===== config.mk =====
export PLATFORM = sky130hd
export DESIGN_NAME = seq_logic_unit
export DESIGN_NICKNAME = d
export VERILOG_FILES = /design/src/rtl/seq_logic_unit_pkg.sv /design/src/rtl/logic_slice.sv /design/src/rtl/seq_logic_unit.sv
export SDC_FILE = /design/constraint.sdc
export NUM_CORES = 1
export LEC_CHECK = 0
export CAP_MARGIN = 20
export CORE_MARGIN = 5
export CORE_UTILIZATION = 54
export DETAILED_ROUTE_END_ITERATION = 6
export PLACE_DENSITY = 0.85
export SYNTH_ARGS = -nofsm -noshare
export SYNTH_HDL_FRONTEND = slang
export SYNTH_SLANG_ARGS = --single-unit

===== constraint.sdc =====
create_clock -name clk -period 7 [get_ports clk]
set_input_delay 2.1 -clock clk [delete_from_list [all_inputs] [get_ports clk]]
set_output_delay 2.1 -clock clk [all_outputs]
set_load 0.01 [all_outputs]

===== src/rtl/seq_logic_unit_pkg.sv =====
// Shared constants for the sequential logic unit: op codes and FSM encodings.
package seq_logic_unit_pkg;

  localparam int unsigned OP_W = 3;

  localparam logic [OP_W-1:0] OP_AND   = 3'b000;
  localparam logic [OP_W-1:0] OP_OR    = 3'b001;
  localparam logic [OP_W-1:0] OP_XOR   = 3'b010;
  localparam logic [OP_W-1:0] OP_NOR   = 3'b011;
  localparam logic [OP_W-1:0] OP_NAND  = 3'b100;
  localparam logic [OP_W-1:0] OP_XNOR  = 3'b101;
  localparam logic [OP_W-1:0] OP_ANDN  = 3'b110;
  localparam logic [OP_W-1:0] OP_PASSA = 3'b111;

  typedef enum logic [1:0] {
    IDLE = 2'd0,
    RUN  = 2'd1,
    DONE = 2'd2
  } state_e;

endpackage


===== src/rtl/logic_slice.sv =====
// Combinational SLICE-bit bitwise unit built per bit from gate primitives.
module logic_slice
  import seq_logic_unit_pkg::*;
#(
  parameter int unsigned SLICE = 8
) (
  input  logic [SLICE-1:0] a,
  input  logic [SLICE-1:0] b,
  input  logic [OP_W-1:0]  op,
  output logic [SLICE-1:0] y
);

  logic [SLICE-1:0] y_and;
  logic [SLICE-1:0] y_or;
  logic [SLICE-1:0] y_xor;
  logic [SLICE-1:0] y_nor;
  logic [SLICE-1:0] y_nand;
  logic [SLICE-1:0] y_xnor;
  logic [SLICE-1:0] y_andn;
  logic [SLICE-1:0] b_n;

  for (genvar i = 0; i < int'(SLICE); i++) begin : g_bit
    and  u_and  (y_and[i],  a[i], b[i]);
    or   u_or   (y_or[i],   a[i], b[i]);
    xor  u_xor  (y_xor[i],  a[i], b[i]);
    nor  u_nor  (y_nor[i],  a[i], b[i]);
    nand u_nand (y_nand[i], a[i], b[i]);
    xnor u_xnor (y_xnor[i], a[i], b[i]);
    not  u_bn   (b_n[i],    b[i]);
    and  u_andn (y_andn[i], a[i], b_n[i]);
  end

  // Op select over the per-bit gate outputs.
  always_comb begin
    y = '0;
    case (op)
      OP_AND:   y = y_and;
      OP_OR:    y = y_or;
      OP_XOR:   y = y_xor;
      OP_NOR:   y = y_nor;
      OP_NAND:  y = y_nand;
      OP_XNOR:  y = y_xnor;
      OP_ANDN:  y = y_andn;
      OP_PASSA: y = a;
      default:  y = '0;
    endcase
  end

endmodule


===== src/rtl/seq_logic_unit.sv =====
// Multi-cycle bitwise logic unit: one SLICE-bit slice per cycle under start/busy/done.
module seq_logic_unit
  import seq_logic_unit_pkg::*;
#(
  parameter int unsigned WIDTH = 32,
  parameter int unsigned SLICE = 8
) (
  input  logic             clk,
  input  logic             rst,
  input  logic             start,
  input  logic [2:0]       op,
  input  logic [WIDTH-1:0] A,
  input  logic [WIDTH-1:0] B,
  output logic [WIDTH-1:0] F,
  output logic             zero,
  output logic             busy,
  output logic             done
);

  localparam int unsigned NSLICE = WIDTH / SLICE;
  localparam int unsigned CNT_W  = (NSLICE > 1) ? $clog2(NSLICE) : 1;
  localparam logic [CNT_W-1:0] CNT_LAST = CNT_W'(NSLICE - 1);

  state_e           state_q, state_d;
  logic [CNT_W-1:0] cnt_q, cnt_d;
  logic [WIDTH-1:0] a_q, a_d;
  logic [WIDTH-1:0] b_q, b_d;
  logic [OP_W-1:0]  op_q, op_d;
  logic [WIDTH-1:0] acc_q, acc_d;
  logic [WIDTH-1:0] f_q, f_d;
  logic             zero_q, zero_d;
  logic             busy_q, busy_d;
  logic             done_q, done_d;

  logic [SLICE-1:0] a_sl;
  logic [SLICE-1:0] b_sl;
  logic [SLICE-1:0] y_sl;

  // Slice multiplexer indexed by the counter.
  always_comb begin
    a_sl = '0;
    b_sl = '0;
    for (int unsigned s = 0; s < NSLICE; s++) begin
      if (cnt_q == CNT_W'(s)) begin
        a_sl = a_q[s*SLICE +: SLICE];
        b_sl = b_q[s*SLICE +: SLICE];
      end
    end
  end

  logic_slice #(.SLICE(SLICE)) u_slice (
    .a  (a_sl),
    .b  (b_sl),
    .op (op_q),
    .y  (y_sl)
  );

  // Next-state and datapath update.
  always_comb begin
    state_d = state_q;
    cnt_d   = cnt_q;
    a_d     = a_q;
    b_d     = b_q;
    op_d    = op_q;
    acc_d   = acc_q;
    f_d     = f_q;
    zero_d  = zero_q;

    case (state_q)
      IDLE, DONE: begin
        if (start) begin
          a_d     = A;
          b_d     = B;
          op_d    = op;
          cnt_d   = '0;
          state_d = RUN;
        end else begin
          state_d = IDLE;
        end
      end
      RUN: begin
        for (int unsigned s = 0; s < NSLICE; s++) begin
          if (cnt_q == CNT_W'(s)) acc_d[s*SLICE +: SLICE] = y_sl;
        end
        // F/zero only see the accumulator once every slice is written.
        if (cnt_q == CNT_LAST) begin
          f_d     = acc_d;
          zero_d  = (acc_d == '0);
          state_d = DONE;
        end else begin
          cnt_d = cnt_q + CNT_W'(1);
        end
      end
      default: state_d = IDLE;
    endcase

    busy_d = (state_d == RUN);
    done_d = (state_d == DONE);
  end

  always_ff @(posedge clk or posedge rst) begin
    if (rst) begin
      state_q <= IDLE;
      cnt_q   <= '0;
      a_q     <= '0;
      b_q     <= '0;
      op_q    <= '0;
      acc_q   <= '0;
      f_q     <= '0;
      zero_q  <= 1'b0;
      busy_q  <= 1'b0;
      done_q  <= 1'b0;
    end else begin
      state_q <= state_d;
      cnt_q   <= cnt_d;
      a_q     <= a_d;
      b_q     <= b_d;
      op_q    <= op_d;
      acc_q   <= acc_d;
      f_q     <= f_d;
      zero_q  <= zero_d;
      busy_q  <= busy_d;
      done_q  <= done_d;
    end
  end

  assign F    = f_q;
  assign zero = zero_q;
  assign busy = busy_q;
  assign done = done_q;

endmodule


==> impl_metrics.tcl <==
set metrics [dict create \
    synth_nets 736 \
    leakagePower_nw 3.57 \
    finalPower_mw 4.68 \
    cts_max_path_buffers 2 \
    dieArea_sq_um 14500 \
    pin_count 105 \
    antenna_found_initial 0 \
    fin_worst_skew_ns 0.0111 \
    ant_nets 0 \
    portBuffers 104 \
    outcome "finished, final reports clean" \
    yosys_warnings 0 \
    drt_wl_total_mm 16.9 \
    tightest_slew_ns 1.10 \
    ctsHoldBuffers 0 \
    std_cell_rows 40 \
    synthCells 652 \
    n_antenna_cell 0 \
    ys_seq_area_share_pct 49.5 \
    rsz0062_at_grt "false" \
    p_per_area_nw_per_um2 565 \
    crit_required_ns 7.36 \
    grt_pass1_wl_mm 27.7 \
    post-dp-hpwl_mm 12.2 \
    hold_violations 0 \
    synth_edf_count 0 \
    wl_per_cell_um 18.8 \
    worstSetupPathType "reg -> reg" \
    synth_cell_types 59 \
    numCtsBuffers 17 \
    die-height_um 120 \
    irDropWorstVdd_v 0.000333 \
    design.core.area_sq_um 12000 \
    via_per_inst 5.99 \
    cp_cell_sequence "inv_1 > ha_1 > buf_4 > nor2b_1 > a22oi_1 > a21o_1 > inv_1 > ha_1 > nor2b_1 > a211o_1 > a21oi_1 > a21oi_1 > a222oi_1 > nand2_1 > o21ai_1 > o2111ai_1 > o21ai_1" \
    finalSetupTns_ns 0 \
    syn_avg_cell_area_sq_um 10.1 \
    postPlaceCellArea_sq_um 7670 \
    syn2layout_area_growth_pct 25.8 \
    die_w_um 120 \
    worstPathArrival_ns 4.74 \
    gr-usage-all-layers_pct 24.4 \
    worstSetupEndpointType "flop" \
    dr.pass1.iters 5 \
    grt_pass1_vias 5491 \
    crit_slowest_cell "a222oi_1" \
    fillers 881 \
    grt_max_degree 87 \
    slew_violations 0 \
    cp-start-kind "flop" \
    finalCritPeriodShare_pct 62.7 \
    insertion_delay_ns 0.43 \
    max_stage_delay_ns 0.92 \
    gp_congestion 0.901 \
    drv_cap 0 \
    synthFlopType "dfrtp_1" \
    drc 0 \
    postCtsSetupBuffers 0 \
    period_needed_ns 4.39 \
    fmax_ghz 0.228 \
    cp_max_fo 22 \
    dr_total_vias 5382 \
    drive_gt1_share_pct 16.0 \
    cts_sinks 130 \
    drt_iter0_drc 431 \
    cts.reportedPaths.clkPinSlew_ns 0.06 \
    start_util_pct 55.0 \
    cts_tree "built" \
    ys_ff_latch 130 \
    htree_levels 4 \
    cts_root_buffer "clkbuf_16" \
    min_path_type "reg -> reg" \
    finalInstanceArea_sq_um 8270 \
    slew_headroom_pct 26.7 \
    setup_viol 0 \
    async_flop_share_pct 100 \
    fin_nets 822 \
    syn-cell-area_sq_um 6580 \
    post_cts_resized 0 \
    overflow 0 \
]
==> through the flow <==
stage	utilization [%]	hold WS [ns]	setup WS, ns	cells
final	69.1	0.465	2.61	898
after global routing	69.1	0.493	2.24	898
after CTS	68.9	0.471	2.68	897
after detailed placement	64.1	0.459	2.60	865
after global placement	64.1	0.462	2.65	865
after floorplan	-	0.442	1.43	652
==> placed cells by master, fill, tap and decap left out, drive strengths merged, types with 3 or more instances in the layout <==
cell | netlist | final
a211o | 9 | 9
a211oi | 12 | 12
a21o | 10 | 10
a21oi | 26 | 26
a221oi | 5 | 5
a22oi | 3 | 3
a311oi | 3 | 3
a31oi | 9 | 9
and2 | 4 | 4
buf | 15 | 8
clkbuf | 30 | 22
clkdlybuf4s50 | 0 | 104
clkinv | 0 | 6
dfrtp | 130 | 130
ha | 14 | 14
inv | 19 | 19
mux2 | 66 | 66
mux2i | 7 | 7
nand2 | 86 | 86
nand2b | 8 | 8
nand3b | 6 | 6
nor2 | 44 | 44
nor2b | 13 | 13
nor3 | 8 | 8
nor3b | 5 | 5
o2111ai | 3 | 3
o21a | 7 | 7
o21ai | 67 | 67
o22ai | 8 | 8
o2bb2ai | 4 | 4
or2 | 6 | 6
==> worst paths after layout <==
path / start / end / slack, ns / cells past startpoint
worst max register to register: cnt_q[1] / zero / 2.61 / 17
worst min-delay path: F[5] / F[5] / 0.47 / 2
max in group asynchronous: rst / b_q[10] / 4.19 / 3
worst min register to register: F[5] / F[5] / 0.47 / 2
min in group asynchronous: rst / op_q[0] / 1.97 / 2
worst max-delay path: cnt_q[1] / zero / 2.61 / 17
==> synth_stat cells (all sizes together), types with 7 or more instances <==
cell type,count,area [sq um]
a31oi,9,68.8
mux2i,7,70.1
nand2,86,323
nand2b,8,50.1
mux2,66,743
a21oi,26,130
clkbuf,30,113
a211oi,12,95.1
buf,15,81.3
nor3,8,40.0
o22ai,8,56.3
dfrtp,130,3250
a211o,9,78.8
ha,14,175
o21a,7,52.6
nor2b,13,81.3
a21o,10,75.1
nor2,44,168
o21ai,67,335
inv,19,71.3
==> registers in the layout, indices dropped and copies added, names as in the netlist <==
signal,flops
op_q,3
state_q,2
cnt_q,2
a_q,32
acc_q,24
F,32
b_q,32
busy,1
done,1
zero,1
==> layout make-up <==
cell class                      count  area, sq um  share of cell area [%]
Sequential cell                   130         3250                    39.3
Inverter                           19         73.8                   0.893
Multi-Input combinational cell    458         3060                    37.1
Timing Repair Buffer              112         1120                    13.6
Tap cell                          147          184                    2.22
Clock buffer                       22          464                    5.61
Clock inverter                     10          109                    1.32
==> critical path: cells and delay by family, from the launching register on <==
kind                     cells  cell delay, ns
flip-flops                   1            0.40
adder cells (fa/ha/maj)      2            0.66
AND/OR/NAND/NOR              3            0.45
buffers and inverters        3            0.52
AO/OA/AOI/OAI                9            2.28
==> routing by layer <==
layer / global-route usage [%] / up-vias / wire [um]
met4: 11.2 / 0 / 467
met5: 0 / - / 0
met3: 6.13 / 40 / 1100
met1: 30.4 / 2628 / 6960
met2: 40.2 / 209 / 8370
li1: - / 2505 / -
==> cells by family after synthesis <==
group                    count (synthesis)  synth area share (%)
AO/OA/AOI/OAI                          181                  18.1
multiplexers                            73                  12.4
adder cells (fa/ha/maj)                 14                  2.66
AND/OR/NAND/NOR                        189                  13.2
buffers and inverters                   64                  4.03
XOR/XNOR                                 1                 0.133
flip-flops                             130                  49.5
==> report_power, final <==
| part | leakage (nW) | switching [mW] | internal, mW |
|---|---|---|---|
| combinational | 1.71 | 1.37 | 1.03 |
| sequential | 1.58 | 0.294 | 1.12 |
| clock | 0.280 | 0.318 | 0.539 |
(Power assumes the default switching activity.)
